`src/rtl/branch_pkg.sv`:
```
// rtl/branch_pkg.sv - shared constants, state encoding and BHT counter helper for branch resolution
package branch_pkg;

    localparam logic [2:0] F3_BEQ  = 3'b000;
    localparam logic [2:0] F3_BNE  = 3'b001;
    localparam logic [2:0] F3_BLT  = 3'b100;
    localparam logic [2:0] F3_BGE  = 3'b101;
    localparam logic [2:0] F3_BLTU = 3'b110;
    localparam logic [2:0] F3_BGEU = 3'b111;

    localparam logic [1:0] SNT = 2'b00;
    localparam logic [1:0] WNT = 2'b01;
    localparam logic [1:0] WT  = 2'b10;
    localparam logic [1:0] ST  = 2'b11;

    typedef enum logic [1:0] {
        IDLE     = 2'd0,
        RESOLVE  = 2'd1,
        REDIRECT = 2'd2
    } state_t;

    // Saturating 2-bit counter step: taken moves toward ST, not-taken toward SNT.
    function automatic logic [1:0] bht_next(input logic [1:0] ctr, input logic taken);
        if (taken) begin
            return (ctr == ST) ? ST : ctr + 2'd1;
        end
        return (ctr == SNT) ? SNT : ctr - 2'd1;
    endfunction

endpackage

```
`src/rtl/branch_resolve_ctrl_bht.sv`:
```
// rtl/branch_resolve_ctrl_bht.sv - 2-bit saturating branch history table with async read
module branch_bht
    import branch_pkg::*;
#(
    parameter int IDX_W = 6
) (
    input  logic             clk,
    input  logic             rst_n,
    input  logic [IDX_W-1:0] rd_idx,
    output logic             rd_pred,
    input  logic             upd_en,
    input  logic [IDX_W-1:0] upd_idx,
    input  logic             upd_taken
);

    localparam int ENTRIES = 1 << IDX_W;

    logic [1:0] ctr_q [ENTRIES];

    // Read returns the stored value, so a same-cycle update is seen only next cycle.
    assign rd_pred = ctr_q[rd_idx][1];

    // Counter array: all entries start weakly not-taken.
    always_ff @(posedge clk or negedge rst_n) begin
        if (!rst_n) begin
            for (int i = 0; i < ENTRIES; i++) begin
                ctr_q[i] <= WNT;
            end
        end else if (upd_en) begin
            ctr_q[upd_idx] <= bht_next(ctr_q[upd_idx], upd_taken);
        end
    end

endmodule

```
`src/rtl/branch_resolve_ctrl.sv`:
```
// rtl/branch_resolve_ctrl.sv - execute-stage branch/jump resolution, redirect and flush sequencing
module branch_resolve_ctrl
    import branch_pkg::*;
#(
    parameter int XLEN         = 32,
    parameter int BHT_IDX_W    = 6,
    parameter int FLUSH_CYCLES = 2,
    parameter int CNT_W        = 16
) (
    input  logic             clk,
    input  logic             rst_n,
    input  logic             ex_valid,
    output logic             ex_ready,
    input  logic [2:0]       ex_funct3,
    input  logic             ex_is_jal,
    input  logic             ex_is_jalr,
    input  logic [XLEN-1:0]  ex_pc,
    input  logic [XLEN-1:0]  ex_rs1,
    input  logic [XLEN-1:0]  ex_rs2,
    input  logic [XLEN-1:0]  ex_imm,
    input  logic             ex_pred_taken,
    input  logic [XLEN-1:0]  if_pc,
    output logic             if_pred_taken,
    output logic             resolve_valid,
    output logic             resolve_taken,
    output logic             illegal_funct3,
    output logic             redirect_valid,
    output logic [XLEN-1:0]  redirect_pc,
    output logic             flush,
    output logic [CNT_W-1:0] mispredict_cnt
);

    localparam int FC_W = (FLUSH_CYCLES > 1) ? $clog2(FLUSH_CYCLES) : 1;

    state_t state_q, state_d;

    logic [2:0]      op_funct3_q;
    logic            op_is_jal_q;
    logic            op_is_jalr_q;
    logic [XLEN-1:0] op_pc_q;
    logic [XLEN-1:0] op_rs1_q;
    logic [XLEN-1:0] op_rs2_q;
    logic [XLEN-1:0] op_imm_q;
    logic            op_pred_q;

    logic [FC_W-1:0] flush_cnt_q;
    logic            redir_first_q;

    logic            eq, less, less_u;
    logic            cond_taken, f3_illegal;
    logic            is_cond, taken, illegal_op, mispredict;
    logic [XLEN-1:0] target, fallthrough, jalr_sum;
    logic            bht_upd_en;

    logic            unused_if_pc;
    assign unused_if_pc = ^{if_pc[XLEN-1:BHT_IDX_W+2], if_pc[1:0]};

    assign eq     = (op_rs1_q == op_rs2_q);
    assign less   = ($signed(op_rs1_q) < $signed(op_rs2_q));
    assign less_u = (op_rs1_q < op_rs2_q);

    // Condition decode; 010/011 are reserved and never taken.
    always_comb begin
        cond_taken = 1'b0;
        f3_illegal = 1'b0;
        case (op_funct3_q)
            F3_BEQ:  cond_taken = eq;
            F3_BNE:  cond_taken = !eq;
            F3_BLT:  cond_taken = less;
            F3_BGE:  cond_taken = !less;
            F3_BLTU: cond_taken = less_u;
            F3_BGEU: cond_taken = !less_u;
            default: f3_illegal = 1'b1;
        endcase
    end

    assign is_cond     = !op_is_jal_q && !op_is_jalr_q;
    assign taken       = is_cond ? cond_taken : 1'b1;
    assign illegal_op  = is_cond && f3_illegal;
    assign jalr_sum    = op_rs1_q + op_imm_q;
    assign target      = op_is_jalr_q ? {jalr_sum[XLEN-1:1], 1'b0} : (op_pc_q + op_imm_q);
    assign fallthrough = op_pc_q + XLEN'(4);

    // No BTB, so JALR always redirects; JAL only redirects when fetch missed it.
    always_comb begin
        if (op_is_jalr_q) begin
            mispredict = 1'b1;
        end else if (op_is_jal_q) begin
            mispredict = !op_pred_q;
        end else begin
            mispredict = (taken != op_pred_q);
        end
    end

    // State register.
    always_ff @(posedge clk or negedge rst_n) begin
        if (!rst_n) begin
            state_q <= IDLE;
        end else begin
            state_q <= state_d;
        end
    end

    // Next-state and per-state outputs.
    always_comb begin
        state_d        = state_q;
        ex_ready       = 1'b0;
        resolve_valid  = 1'b0;
        resolve_taken  = 1'b0;
        illegal_funct3 = 1'b0;
        redirect_valid = 1'b0;
        flush          = 1'b0;
        bht_upd_en     = 1'b0;
        case (state_q)
            IDLE: begin
                ex_ready = 1'b1;
                if (ex_valid) begin
                    state_d = RESOLVE;
                end
            end
            RESOLVE: begin
                resolve_valid  = 1'b1;
                resolve_taken  = taken;
                illegal_funct3 = illegal_op;
                bht_upd_en     = is_cond && !f3_illegal;
                state_d        = mispredict ? REDIRECT : IDLE;
            end
            REDIRECT: begin
                flush          = 1'b1;
                redirect_valid = redir_first_q;
                if (flush_cnt_q == '0) begin
                    state_d = IDLE;
                end
            end
            default: state_d = IDLE;
        endcase
    end

    // Operand capture on accept.
    always_ff @(posedge clk or negedge rst_n) begin
        if (!rst_n) begin
            op_funct3_q  <= '0;
            op_is_jal_q  <= 1'b0;
            op_is_jalr_q <= 1'b0;
            op_pc_q      <= '0;
            op_rs1_q     <= '0;
            op_rs2_q     <= '0;
            op_imm_q     <= '0;
            op_pred_q    <= 1'b0;
        end else if (state_q == IDLE && ex_valid) begin
            op_funct3_q  <= ex_funct3;
            op_is_jal_q  <= ex_is_jal;
            op_is_jalr_q <= ex_is_jalr;
            op_pc_q      <= ex_pc;
            op_rs1_q     <= ex_rs1;
            op_rs2_q     <= ex_rs2;
            op_imm_q     <= ex_imm;
            op_pred_q    <= ex_pred_taken;
        end
    end

    // Redirect target, mispredict count and flush down-counter.
    always_ff @(posedge clk or negedge rst_n) begin
        if (!rst_n) begin
            redirect_pc    <= '0;
            mispredict_cnt <= '0;
            flush_cnt_q    <= '0;
            redir_first_q  <= 1'b0;
        end else if (state_q == RESOLVE && mispredict) begin
            redirect_pc   <= taken ? target : fallthrough;
            flush_cnt_q   <= FC_W'(FLUSH_CYCLES - 1);
            redir_first_q <= 1'b1;
            if (mispredict_cnt != '1) begin
                mispredict_cnt <= mispredict_cnt + CNT_W'(1);
            end
        end else if (state_q == REDIRECT) begin
            redir_first_q <= 1'b0;
            if (flush_cnt_q != '0) begin
                flush_cnt_q <= flush_cnt_q - FC_W'(1);
            end
        end
    end

    branch_bht #(
        .IDX_W(BHT_IDX_W)
    ) u_bht (
        .clk      (clk),
        .rst_n    (rst_n),
        .rd_idx   (if_pc[BHT_IDX_W+1:2]),
        .rd_pred  (if_pred_taken),
        .upd_en   (bht_upd_en),
        .upd_idx  (op_pc_q[BHT_IDX_W+1:2]),
        .upd_taken(taken)
    );

endmodule

```
`config.mk`:
```
export PLATFORM = sky130hd
export DESIGN_NAME = branch_resolve_ctrl
export DESIGN_NICKNAME = d
export VERILOG_FILES = /design/src/rtl/branch_pkg.sv /design/src/rtl/branch_resolve_ctrl_bht.sv /design/src/rtl/branch_resolve_ctrl.sv
export SDC_FILE = /design/constraint.sdc
export NUM_CORES = 1
export LEC_CHECK = 0
export CORE_MARGIN = 4
export CORE_UTILIZATION = 40
export DETAILED_ROUTE_END_ITERATION = 12
export GPL_TIMING_DRIVEN = 0
export PLACE_DENSITY = 0.67
export SLEW_MARGIN = 20
export SYNTH_ARGS = -nofsm -noshare
export SYNTH_HDL_FRONTEND = slang
export SYNTH_SLANG_ARGS = --single-unit
```
`constraint.sdc`:
```
create_clock -name clk -period 3.72 [get_ports clk]
set_input_delay 0.558 -clock clk [delete_from_list [all_inputs] [get_ports clk]]
set_output_delay 0.558 -clock clk [all_outputs]
set_load 0.05 [all_outputs]
```
==> flow_summary.ini <==
[power_and_ir_drop]
p_total_mw = 25.5
power.density_cell_area_nw_per_um2 = 1050
vdd.ir_drop.worst_mv = 0.446
power_leakage_nw = 10.1

[routing]
final_antenna_net_count = 0
routed_via_density = 5.89
post_drt_wl_per_cell_um = 22.5
vias = 16600
dr.first_iter.drc_count = 1323
routed_wirelength_mm = 63.5
drt_first_pass_iters = 5
post-route-drc-count = 0

[logic_synthesis]
ys_dominant_reg_cell = sky130_fd_sc_hd__dfrtp_1
seq_area_frac_synth_pct = 43.6
syn_area_per_cell_um2 = 9.63
syn_area_um2 = 18200
synthesis.yosys.warnings = 0
synth_enable_flop_cells = 0
syn_nets = 2153
yosys.cell_count.top_type = sky130_fd_sc_hd__nand2_1
synth.area.top_cells = sky130_fd_sc_hd__dfrtp_1, sky130_fd_sc_hd__dfstp_2, sky130_fd_sc_hd__mux2_2
synth.top_cell.area_share_pct = 34.3
unique_cell_type_count_in_the_yosys_netlist = 64
synth.top_cells.by_count = sky130_fd_sc_hd__nand2_1, sky130_fd_sc_hd__dfrtp_1, sky130_fd_sc_hd__o21ai_0
async_flop_share_pct = 100
number_of_register_bits_inferred_by_synthesis = 313
yosys_top_cell_by_area = sky130_fd_sc_hd__dfrtp_1
syn_inst = 1887

[cts]
clk_sinks = 313
clk_root_buffer_cell = sky130_fd_sc_hd__clkbuf_16
max_buffers_root_to_sink = 3
cts-buffers-inserted = 37
cts.htree.levels = 2
cts.clk_slew.worst_paths_ns = 0.06
worstSkewPairLatency_ns = 0.57
cts_tree = built

[placement]
buffer_ports.inserted = 195
globalplace.congestion = 0.968
dpl-instance-area_um2 = 21100
dp.final_hpwl_mm = 45.1

[critical_path]
worstReg2RegStart = op_rs1_q[18]
worstSetupStartpoint = op_rs1_q[18]
setup.reg_to_reg.worst_slack_ns = -0.36
endpoint_kind = primary output
worstSetupStartpointType = flip-flop
worstPathArrival_ns = 3.97
crit_fanout = 3
timing_worst_setup_path_type = flip-flop to primary output
worstPathRequired_ns = 3.16

[sta]
setup_repair_after_global_routing_missed_its_margin = yes
finClkSkew_ns = 0.0383
timing.final.setup_violations = 171
portion_of_the_clock_cycle_consumed_by_the_worst_path_in_the_final_layout_pct = 122
hold_viol = 0
max-slew-margin-rel_pct = 21.7
achievable-frequency_mhz = 221
slew_violations = 0
final_critical_path_setup_slack_ns = -0.807
period_needed_ns = 4.53
worst-slew-pin-transition_ns = 1.17
setup_total_negative_slack_ns = -20.30

[grt]
grt_pass1_vias = 16600
grt.overflow.total = 0
first_pass_grt_wire_length_mm = 95.7
grt_antenna_before_repair = 1
overall_global_routing_usage_pct = 24.6
grt_start_max_net_pins = 99

[floorplan]
chipWidth_um = 221
design.core.area_um2 = 44500
top_level_ports = 224
placementRows = 77
dieHeight_um = 221
initial_utilization_pct = 40.8
design.die.area_um2 = 48900

[run_status]
violations = setup timing
status = finished with violations

[cells_and_area]
utilization_pct = 54.5
share_of_final_layout_standard_cells_stronger_than_drive_strength_1_pct = 24.2
layout_stage_area_growth_over_the_synthesis_result_pct = 33.6
antenna_cells_inserted = 0
final_design_area_no_fill_um2 = 24300
nets = 2469

[job]
cap_violations = 0

[worst_hold_path]
worstHoldPathType = primary input to async pin
## final cells by class
class | instances | area, µm²
tap | 592 | 741
inverter | 63 | 236
clock inverter | 9 | 119
buffer | 87 | 609
sequential | 313 | 7920
timing repair buffer | 275 | 2990
fill | 3870 | 20200
multi-input combinational | 1426 | 10500
clock buffer | 57 | 1130
## registers in the layout, summed over array words and instances, names as in the netlist
register        flops
flush_cnt_q         1
op_is_jalr_q        1
redirect_pc        32
op_pred_q           1
op_pc_q            32
op_rs2_q           32
mispredict_cnt     16
op_rs1_q           32
state_q             2
op_funct3_q         3
u_bht.ctr_q       128
op_imm_q           32
op_is_jal_q         1
## path summary, 6_finish.rpt
kind,endpoint,cells after the start
worst max-delay path,resolve_taken,13
worst min-delay path,u_bht.ctr_q[45],2
worst max register to register,redirect_pc[31],16
worst min register to register,u_bht.ctr_q[122],2
max in group asynchronous,op_rs1_q[31],4
min in group clk,u_bht.ctr_q[122],2
## report_power, final
| group | internal (mW) | switching, mW |
|---|---|---|
| sequential | 4.72 | 1.13 |
| combinational | 6.94 | 9.01 |
| clock | 2.24 | 1.49 |
| total | 13.9 | 11.6 |
## per-stage QoR
step / std cells / hold slack [ns] / worst slack (ns)
2_1_floorplan: 1887 / 0.262 / -0.0354
3_3_place_gp: 2674 / 0.454 / -11.20
3_5_place_dp: 2681 / 0.420 / -1.09
4_1_cts: 2794 / 0.433 / -0.754
5_1_grt: 2822 / 0.454 / -0.915
6_report: 2822 / 0.429 / -0.807
## layer usage
| layer | track usage (%) | up-vias | wire length [µm] |
|---|---|---|---|
| li1 | - | 7510 | - |
| met1 | 31.6 | 8162 | 25800 |
| met2 | 40.4 | 726 | 29600 |
| met3 | 4.56 | 209 | 4500 |
| met4 | 11.6 | 2 | 3570 |
| met5 | 0 | - | 13 |
## layout by cell type, fill, tap and decap left out, types with 15 or more instances in the layout
master,count
sky130_fd_sc_hd__dfstp_2,64
sky130_fd_sc_hd__inv_1,63
sky130_fd_sc_hd__mux2_2,96
sky130_fd_sc_hd__a21oi_1,78
sky130_fd_sc_hd__nand2_1,302
sky130_fd_sc_hd__mux4_2,21
sky130_fd_sc_hd__nor2_1,64
sky130_fd_sc_hd__clkbuf_16,46
sky130_fd_sc_hd__xor2_1,36
sky130_fd_sc_hd__o21ai_1,32
sky130_fd_sc_hd__o211ai_1,17
sky130_fd_sc_hd__ha_1,89
sky130_fd_sc_hd__clkbuf_1,46
sky130_fd_sc_hd__nor3_1,21
sky130_fd_sc_hd__clkdlybuf4s50_1,192
sky130_fd_sc_hd__and3_1,28
sky130_fd_sc_hd__mux2_4,19
sky130_fd_sc_hd__o21ai_2,93
sky130_fd_sc_hd__buf_6,25
sky130_fd_sc_hd__buf_8,19
sky130_fd_sc_hd__o21ai_0,100
sky130_fd_sc_hd__buf_4,36
sky130_fd_sc_hd__nand4_1,38
sky130_fd_sc_hd__a22oi_1,69
sky130_fd_sc_hd__nand3_1,32
sky130_fd_sc_hd__a211oi_1,15
sky130_fd_sc_hd__dfrtp_1,247
sky130_fd_sc_hd__a21o_1,27
sky130_fd_sc_hd__xnor2_1,50
## worst max-delay path, cell delays in order (launching register included)
cell and delay [ns]:
sky130_fd_sc_hd__dfrtp_1 0.40, sky130_fd_sc_hd__ha_1 0.31, sky130_fd_sc_hd__nand4_1 0.14, sky130_fd_sc_hd__or4_4 0.59
sky130_fd_sc_hd__or4b_4 0.54, sky130_fd_sc_hd__mux2_4 0.32, sky130_fd_sc_hd__buf_4 0.14, sky130_fd_sc_hd__a22oi_2 0.18
sky130_fd_sc_hd__and4_4 0.30, sky130_fd_sc_hd__buf_8 0.11, sky130_fd_sc_hd__buf_12 0.09, sky130_fd_sc_hd__buf_12 0.09
sky130_fd_sc_hd__nor2_4 0.05, sky130_fd_sc_hd__buf_8 0.16
## timing repair
action / CTS / global route
gates resized for setup: 213 / 250
hold buffers: 1 / 0
buffers inserted: 38 / 21
gates cloned: 8 / 13
hold endpoints to repair: 14 / 0
pin swaps: 26 / 76
endpoints found under the setup margin: 181 / 179
## cell families (layout without fill, tap and decap cells)
logic type | after synthesis | count (layout) | synth area share (%)
muxes | 144 | 144 | 10.2
adders and majority gates | 99 | 102 | 6.87
AOI/OAI and AO/OA | 515 | 515 | 17.3
DFF | 313 | 313 | 43.6
and+or+nand+nor | 578 | 578 | 14.7
xor gates and xnor gates | 87 | 87 | 4.19
buffers and inverters | 151 | 491 | 3.18
Power figures use the tool's default switching activity.
